## config.mk

```make
export PLATFORM = sky130hd
export DESIGN_NAME = l0_ififo_flat
export DESIGN_NICKNAME = d
export VERILOG_FILES = /design/src/rtl/l0_ififo_pkg.sv /design/src/rtl/l0_ififo_if.sv /design/src/rtl/l0_ififo_lane.sv /design/src/rtl/l0_ififo.sv /design/src/flat_wrapper.sv
export SDC_FILE = /design/constraint.sdc
export NUM_CORES = 2
export LEC_CHECK = 0
export CORE_MARGIN = 2
export CORE_UTILIZATION = 40
export DETAILED_ROUTE_END_ITERATION = 10
export MAX_ROUTING_LAYER = met4
export REMOVE_ABC_BUFFERS = 1
export SETUP_SLACK_MARGIN = 0.2
export SLEW_MARGIN = 25
export SYNTH_ARGS = -nofsm -noshare
export SYNTH_HDL_FRONTEND = slang
export SYNTH_HIERARCHICAL = 1
export SYNTH_SLANG_ARGS = --single-unit
```

## constraint.sdc

```tcl
create_clock -name clk -period 9.4 [get_ports clk]
set_clock_uncertainty 0.2 [all_clocks]
set_input_delay 1.88 -clock clk [delete_from_list [all_inputs] [get_ports clk]]
set_output_delay 1.88 -clock clk [all_outputs]
set_load 0.05 [all_outputs]
```

## src/rtl/l0_ififo_pkg.sv

```systemverilog
// Shared sizing constants for the L0 input FIFO slice.
package l0_ififo_pkg;

  localparam int unsigned ROW      = 8;
  localparam int unsigned BW       = 4;
  localparam int unsigned L0_DEPTH = 64;
  localparam int unsigned PTR_W    = $clog2(L0_DEPTH) + 1;

endpackage

```

## src/rtl/l0_ififo_if.sv

```systemverilog
// Write/read handshake and lane data bus of the L0 input FIFO.
interface l0_ififo_if
  import l0_ififo_pkg::*;
#(
  parameter int unsigned row = ROW,
  parameter int unsigned bw  = BW
);

  logic                wr;
  logic                rd;
  logic [row*bw-1:0]   in;
  logic [row*bw-1:0]   out;
  logic                o_full;
  logic                o_ready;
  logic [row-1:0]      o_valid;

  modport master (
    output wr, rd, in,
    input  out, o_full, o_ready, o_valid
  );

  modport slave (
    input  wr, rd, in,
    output out, o_full, o_ready, o_valid
  );

endinterface

```

## src/rtl/l0_ififo_lane.sv

```systemverilog
// Single-lane FIFO with extra-MSB pointers and a registered output.
module l0_lane_fifo #(
  parameter int unsigned bw    = 4,
  parameter int unsigned depth = 64
) (
  input  logic          clk,
  input  logic          reset,
  input  logic          wr,
  input  logic          rd,
  input  logic [bw-1:0] in,
  output logic [bw-1:0] out,
  output logic          o_full,
  output logic          o_empty,
  output logic          o_valid
);

  localparam int unsigned AW = $clog2(depth);
  localparam logic [AW:0] PTR_ONE = (AW+1)'(1);

  logic [AW:0]   r_wr_ptr;
  logic [AW:0]   r_rd_ptr;
  logic [bw-1:0] r_mem [depth];
  logic [bw-1:0] r_out;
  logic          r_valid;
  logic          w_push;
  logic          w_pop;

  assign o_empty = (r_wr_ptr == r_rd_ptr);
  assign o_full  = (r_wr_ptr[AW] != r_rd_ptr[AW]) &&
                   (r_wr_ptr[AW-1:0] == r_rd_ptr[AW-1:0]);
  assign w_push  = wr & ~o_full;
  assign w_pop   = rd & ~o_empty;
  assign out     = r_out;
  assign o_valid = r_valid;

  // Pointer, output and valid update; full/empty come from pre-edge pointers.
  always_ff @(posedge clk or posedge reset) begin
    if (reset) begin
      r_wr_ptr <= '0;
      r_rd_ptr <= '0;
      r_out    <= '0;
      r_valid  <= 1'b0;
    end else begin
      if (w_push) r_wr_ptr <= r_wr_ptr + PTR_ONE;
      r_valid <= w_pop;
      if (w_pop) begin
        r_out    <= r_mem[r_rd_ptr[AW-1:0]];
        r_rd_ptr <= r_rd_ptr + PTR_ONE;
      end
    end
  end

  // Storage array; contents are not reset, the pointers define validity.
  always_ff @(posedge clk) begin
    if (w_push) r_mem[r_wr_ptr[AW-1:0]] <= in;
  end

endmodule

```

## src/rtl/l0_ififo.sv

```systemverilog
// Row-wide input FIFO feeding the array west edge with a diagonal read skew.
module l0_ififo
  import l0_ififo_pkg::*;
#(
  parameter int unsigned row   = ROW,
  parameter int unsigned bw    = BW,
  parameter int unsigned depth = L0_DEPTH
) (
  input logic        clk,
  input logic        reset,
  l0_ififo_if.slave  bus
);

  logic [row-1:0]    r_rd_en;
  logic [row-1:0]    w_full;
  logic [row-1:0]    w_empty;
  logic [row-1:0]    w_valid;
  logic [row*bw-1:0] w_out;
  logic              w_full_any;
  logic              w_wr;

  assign w_full_any  = |w_full;
  assign w_wr        = bus.wr & ~w_full_any;
  assign bus.o_full  = w_full_any;
  assign bus.o_ready = ~w_full_any;
  assign bus.o_valid = w_valid;
  assign bus.out     = w_out;

  // Skew shift register: lane i pops i cycles after lane 0.
  always_ff @(posedge clk or posedge reset) begin
    if (reset) r_rd_en <= '0;
    else       r_rd_en <= {r_rd_en[row-2:0], bus.rd};
  end

  for (genvar gi = 0; gi < row; gi++) begin : g_lane
    l0_lane_fifo #(
      .bw    (bw),
      .depth (depth)
    ) u_lane (
      .clk     (clk),
      .reset   (reset),
      .wr      (w_wr),
      .rd      (r_rd_en[gi] & ~w_empty[gi]),
      .in      (bus.in[bw*gi +: bw]),
      .out     (w_out[bw*gi +: bw]),
      .o_full  (w_full[gi]),
      .o_empty (w_empty[gi]),
      .o_valid (w_valid[gi])
    );
  end

endmodule
```

## src/flat_wrapper.sv

```systemverilog
// flat-port wrapper written by rule: the top's interface ports become plain ports
module l0_ififo_flat import l0_ififo_pkg::*;
#(
  parameter int unsigned row   = ROW,
  parameter int unsigned bw    = BW,
  parameter int unsigned depth = L0_DEPTH
)
  (clk, reset, bus_wr, bus_rd, bus_in, bus_out, bus_o_full, bus_o_ready, bus_o_valid);
  l0_ififo_if #(.row(row), .bw(bw)) bus_i ();
  input logic clk;
  input logic reset;
  input wire logic [$bits(bus_i.wr)-1:0] bus_wr;
  input wire logic [$bits(bus_i.rd)-1:0] bus_rd;
  input wire logic [$bits(bus_i.in)-1:0] bus_in;
  output wire logic [$bits(bus_i.out)-1:0] bus_out;
  output wire logic [$bits(bus_i.o_full)-1:0] bus_o_full;
  output wire logic [$bits(bus_i.o_ready)-1:0] bus_o_ready;
  output wire logic [$bits(bus_i.o_valid)-1:0] bus_o_valid;
  assign bus_i.wr = bus_wr;
  assign bus_i.rd = bus_rd;
  assign bus_i.in = bus_in;
  assign bus_out = bus_i.out;
  assign bus_o_full = bus_i.o_full;
  assign bus_o_ready = bus_i.o_ready;
  assign bus_o_valid = bus_i.o_valid;
  l0_ififo #(.row(row), .bw(bw), .depth(depth)) u_core (.clk(clk), .reset(reset), .bus(bus_i));
endmodule
```

==> qor.yml <==
hold_buffers: 0
fp.dieArea_mm2: 0.2330
grt.total_usage_pct: 18.08
regToRegSetupSlack_ps: 4180
power_mw: 29.32
clkSinkCount: 2208
ys_types: 60
setup.worst_path.end: "bus_o_full"
cts_root_buf: "clkbuf_16"
drt-wirelength-per-cell_um: 24.82
slew_headroom_pct: 25.10
min_path_type: "reg2reg"
drc_errors: 0
clk_pin_slew_ps: 60
cts_buffer_depth: 3
min_period_ps: 6281
wirelength_mm: 206.9
ir_drop_v: 0.0001927
finalNetCount: 5180
clock_latency_ps: 870
rr_endpoint: "u_core/g_lane[0].u_lane/r_mem[35][3]$_DFFE_PP_"
crit_type: "reg2out"
ant_nets: 0
io_pins: 78
ff2ff_path_depth: 9
power_density_mw_per_mm2: 288.2
vias: 46457
portBuffers: 77
synth-seq-area-share_pct: 71.48
start_kind: "register"
fin_tns_setup_ps: 0
cts_buffers: 221
netlist_area_mm2: 0.09164
cp.arrival_ps: 4200
cts_tree: "built"
finalHoldViolCount: 0
die_h_um: 482.7
routabilityCongestion: 0.8123
synth-async-reset-ratio_pct: 7.246
fin_cells: 8337
start_util_pct: 40.28
ys_warn_count: 6
grt_pass1_vias: 47108
ys_ff_latch: 2208
status: "finished clean"
die_width_um: 482.7
startpoint: "u_core/g_lane[4].u_lane/r_rd_ptr[3]$_DFFE_PP0P_"
syn-instance-count: 5087
viasPerCell: 5.572
dr.pass1.iters: 5
dp.cells: 7914
finalCritPeriodShare_pct: 66.82
hpwlAfterDp_mm: 121.8
antenna_found_initial: 6
r2r-start: "u_core/g_lane[5].u_lane/r_rd_ptr[3]$_DFFE_PP0P_"
post_cts_buffers: 0
maxSlewViolCount: 0
rsz0062_at_grt: "no"
grt_max_degree: 65
layout-drive-gt1-share_pct: 15.10
cts_resized: 0
endpoint_kind: "primary output"
setup_viol: 0
htreeDepth: 4
drt-initial-drc-count: 4729
path_max_fanout: 24
worstMarginPinSlew_ps: 1109
syn_avg_cell_area_um2: 18.02
syn_to_final_growth_pct: 11.01
overflow: 0
synth_edf_count: 2048
coreArea_mm2: 0.2275
grt_pass1_wl_mm: 308.7
max_freq_mhz: 159.2
drv_cap: 0
ys.flop_type: "edfxtp_1"
p_leak_nw: 32.69
cp.required_ps: 7320
rows: 175
## layout by cell type, fill, tap and decap left out, drive strengths merged, types with 17 or more instances in the layout
cell | synthesis | layout
nand2 | 128 | 128
nand4 | 40 | 40
nand3b | 40 | 40
mux2 | 80 | 80
bufinv | 0 | 21
o22ai | 24 | 24
clkinv | 0 | 78
edfxtp | 2048 | 2048
inv | 65 | 74
xnor2 | 112 | 112
o21ai | 40 | 40
or4 | 40 | 40
and3 | 17 | 17
or3 | 32 | 32
nor2 | 650 | 650
a22oi | 24 | 24
clkbuf | 16 | 301
nor2b | 64 | 64
clkdlybuf4s50 | 0 | 45
mux4 | 408 | 408
o211ai | 24 | 24
nand3 | 89 | 89
nor3 | 40 | 40
and2 | 32 | 32
or2 | 24 | 24
a221oi | 24 | 24
buf | 312 | 101
dfrtp | 160 | 160
xor2 | 40 | 40
a211oi | 24 | 24
nor4 | 17 | 17
mux2i | 224 | 224
o2111ai | 24 | 24
## report_power, final
part / switching [mW] / total [mW] / leakage (nW) / internal, mW
sequential: 1.19 / 12.6 / 20.3 / 11.4
combinational: 4.50 / 7.88 / 8.79 / 3.38
clock: 3.70 / 8.85 / 3.59 / 5.15
## cells in the mapped netlist (64+ instances only)
master	count	area (µm²)
edfxtp_1	2048	61500
nor2_1	650	2440
mux2i_1	224	2242
mux4_1	208	5465
mux4_2	200	4504
dfrtp_1	160	4004
buf_2	136	680.7
nand2_1	128	480.5
xnor2_1	112	980.9
nand3_1	89	445.4
mux2_2	80	900.9
buf_4	72	540.5
buf_6	72	810.8
inv_1	65	244.0
nor2b_1	64	400.4
## logic make-up (layout without fill, tap and decap cells)
logic type	count (synthesis)	in the layout	synth area share (%)
adders and majority gates	16	16	0.2184
DFF	2208	2208	71.48
other	0	3	0
xor gates and xnor gates	152	152	1.453
AOI/OAI and AO/OA	336	336	3.157
and+or+nand+nor	1270	1270	6.609
buffers and inverters	393	631	2.778
muxes	712	712	14.31
## stage by stage
step                utilization (%)  hold WS [ps]  setup slack (ps)  area, µm²
floorplan                         -         146.5              4178      89340
global placement              41.47         192.5              3861      94340
detailed placement            41.47         195.2              3833      94350
CTS                           44.71         209.3              2877     101700
global route                  44.72         211.6              2832     101700
finish                        44.72         200.3              3119     101700
## area by class of cell
cell class	count	area [µm²]
inverter	65	244.0
clock inverter	119	1247
tap	3009	3765
multi-input combinational	2486	23640
timing repair buffer	146	1126
antenna	3	7.507
sequential	2208	65570
fill	19343	125800
clock buffer	301	6127
## registers in the layout (all words and copies together) (netlist names)
| register | cells |
|---|---|
| u_core/g_lane.u_lane/r_mem | 2048 |
| u_core/g_lane.u_lane/r_rd_ptr | 56 |
| u_core/g_lane.u_lane/out | 32 |
| u_core/r_rd_en | 8 |
| u_core/g_lane.u_lane/r_wr_ptr | 56 |
| u_core/g_lane.u_lane/o_valid | 8 |
## routing by layer
metal  share of wire [%]  vias up  GRT usage [%]
met4                 2.3        0          4.936
met5                   0        -              -
li1                    -    20423              -
met1                  44    24319          24.92
met2                  48     1420          27.95
met3                 5.6      295          2.966
## worst max-delay path, stage by stage (launching register included)
cell,delay [ps]
dfrtp_1,870
xor2_1,210
or3_1,480
nor2_1,450
nor4_2,70
buf_4,170
nand3_1,220
clkdlybuf4s50_1,870
## how the worst min path moves through the flow
stage | from | to | slack, ps | cells past startpoint
floorplan | u_core/r_rd_en[0]$_DFF_PP0_ | u_core/r_rd_en[1]$_DFF_PP0_ | 150 | 0
global placement | u_core/r_rd_en[0]$_DFF_PP0_ | u_core/r_rd_en[1]$_DFF_PP0_ | 190 | 0
detailed placement | u_core/r_rd_en[0]$_DFF_PP0_ | u_core/r_rd_en[1]$_DFF_PP0_ | 200 | 0
CTS | u_core/r_rd_en[0]$_DFF_PP0_ | u_core/r_rd_en[1]$_DFF_PP0_ | 210 | 0
global route | u_core/r_rd_en[0]$_DFF_PP0_ | u_core/r_rd_en[1]$_DFF_PP0_ | 210 | 0
finish | u_core/r_rd_en[0]$_DFF_PP0_ | u_core/r_rd_en[1]$_DFF_PP0_ | 200 | 0
Power figures use the tool's default switching activity.
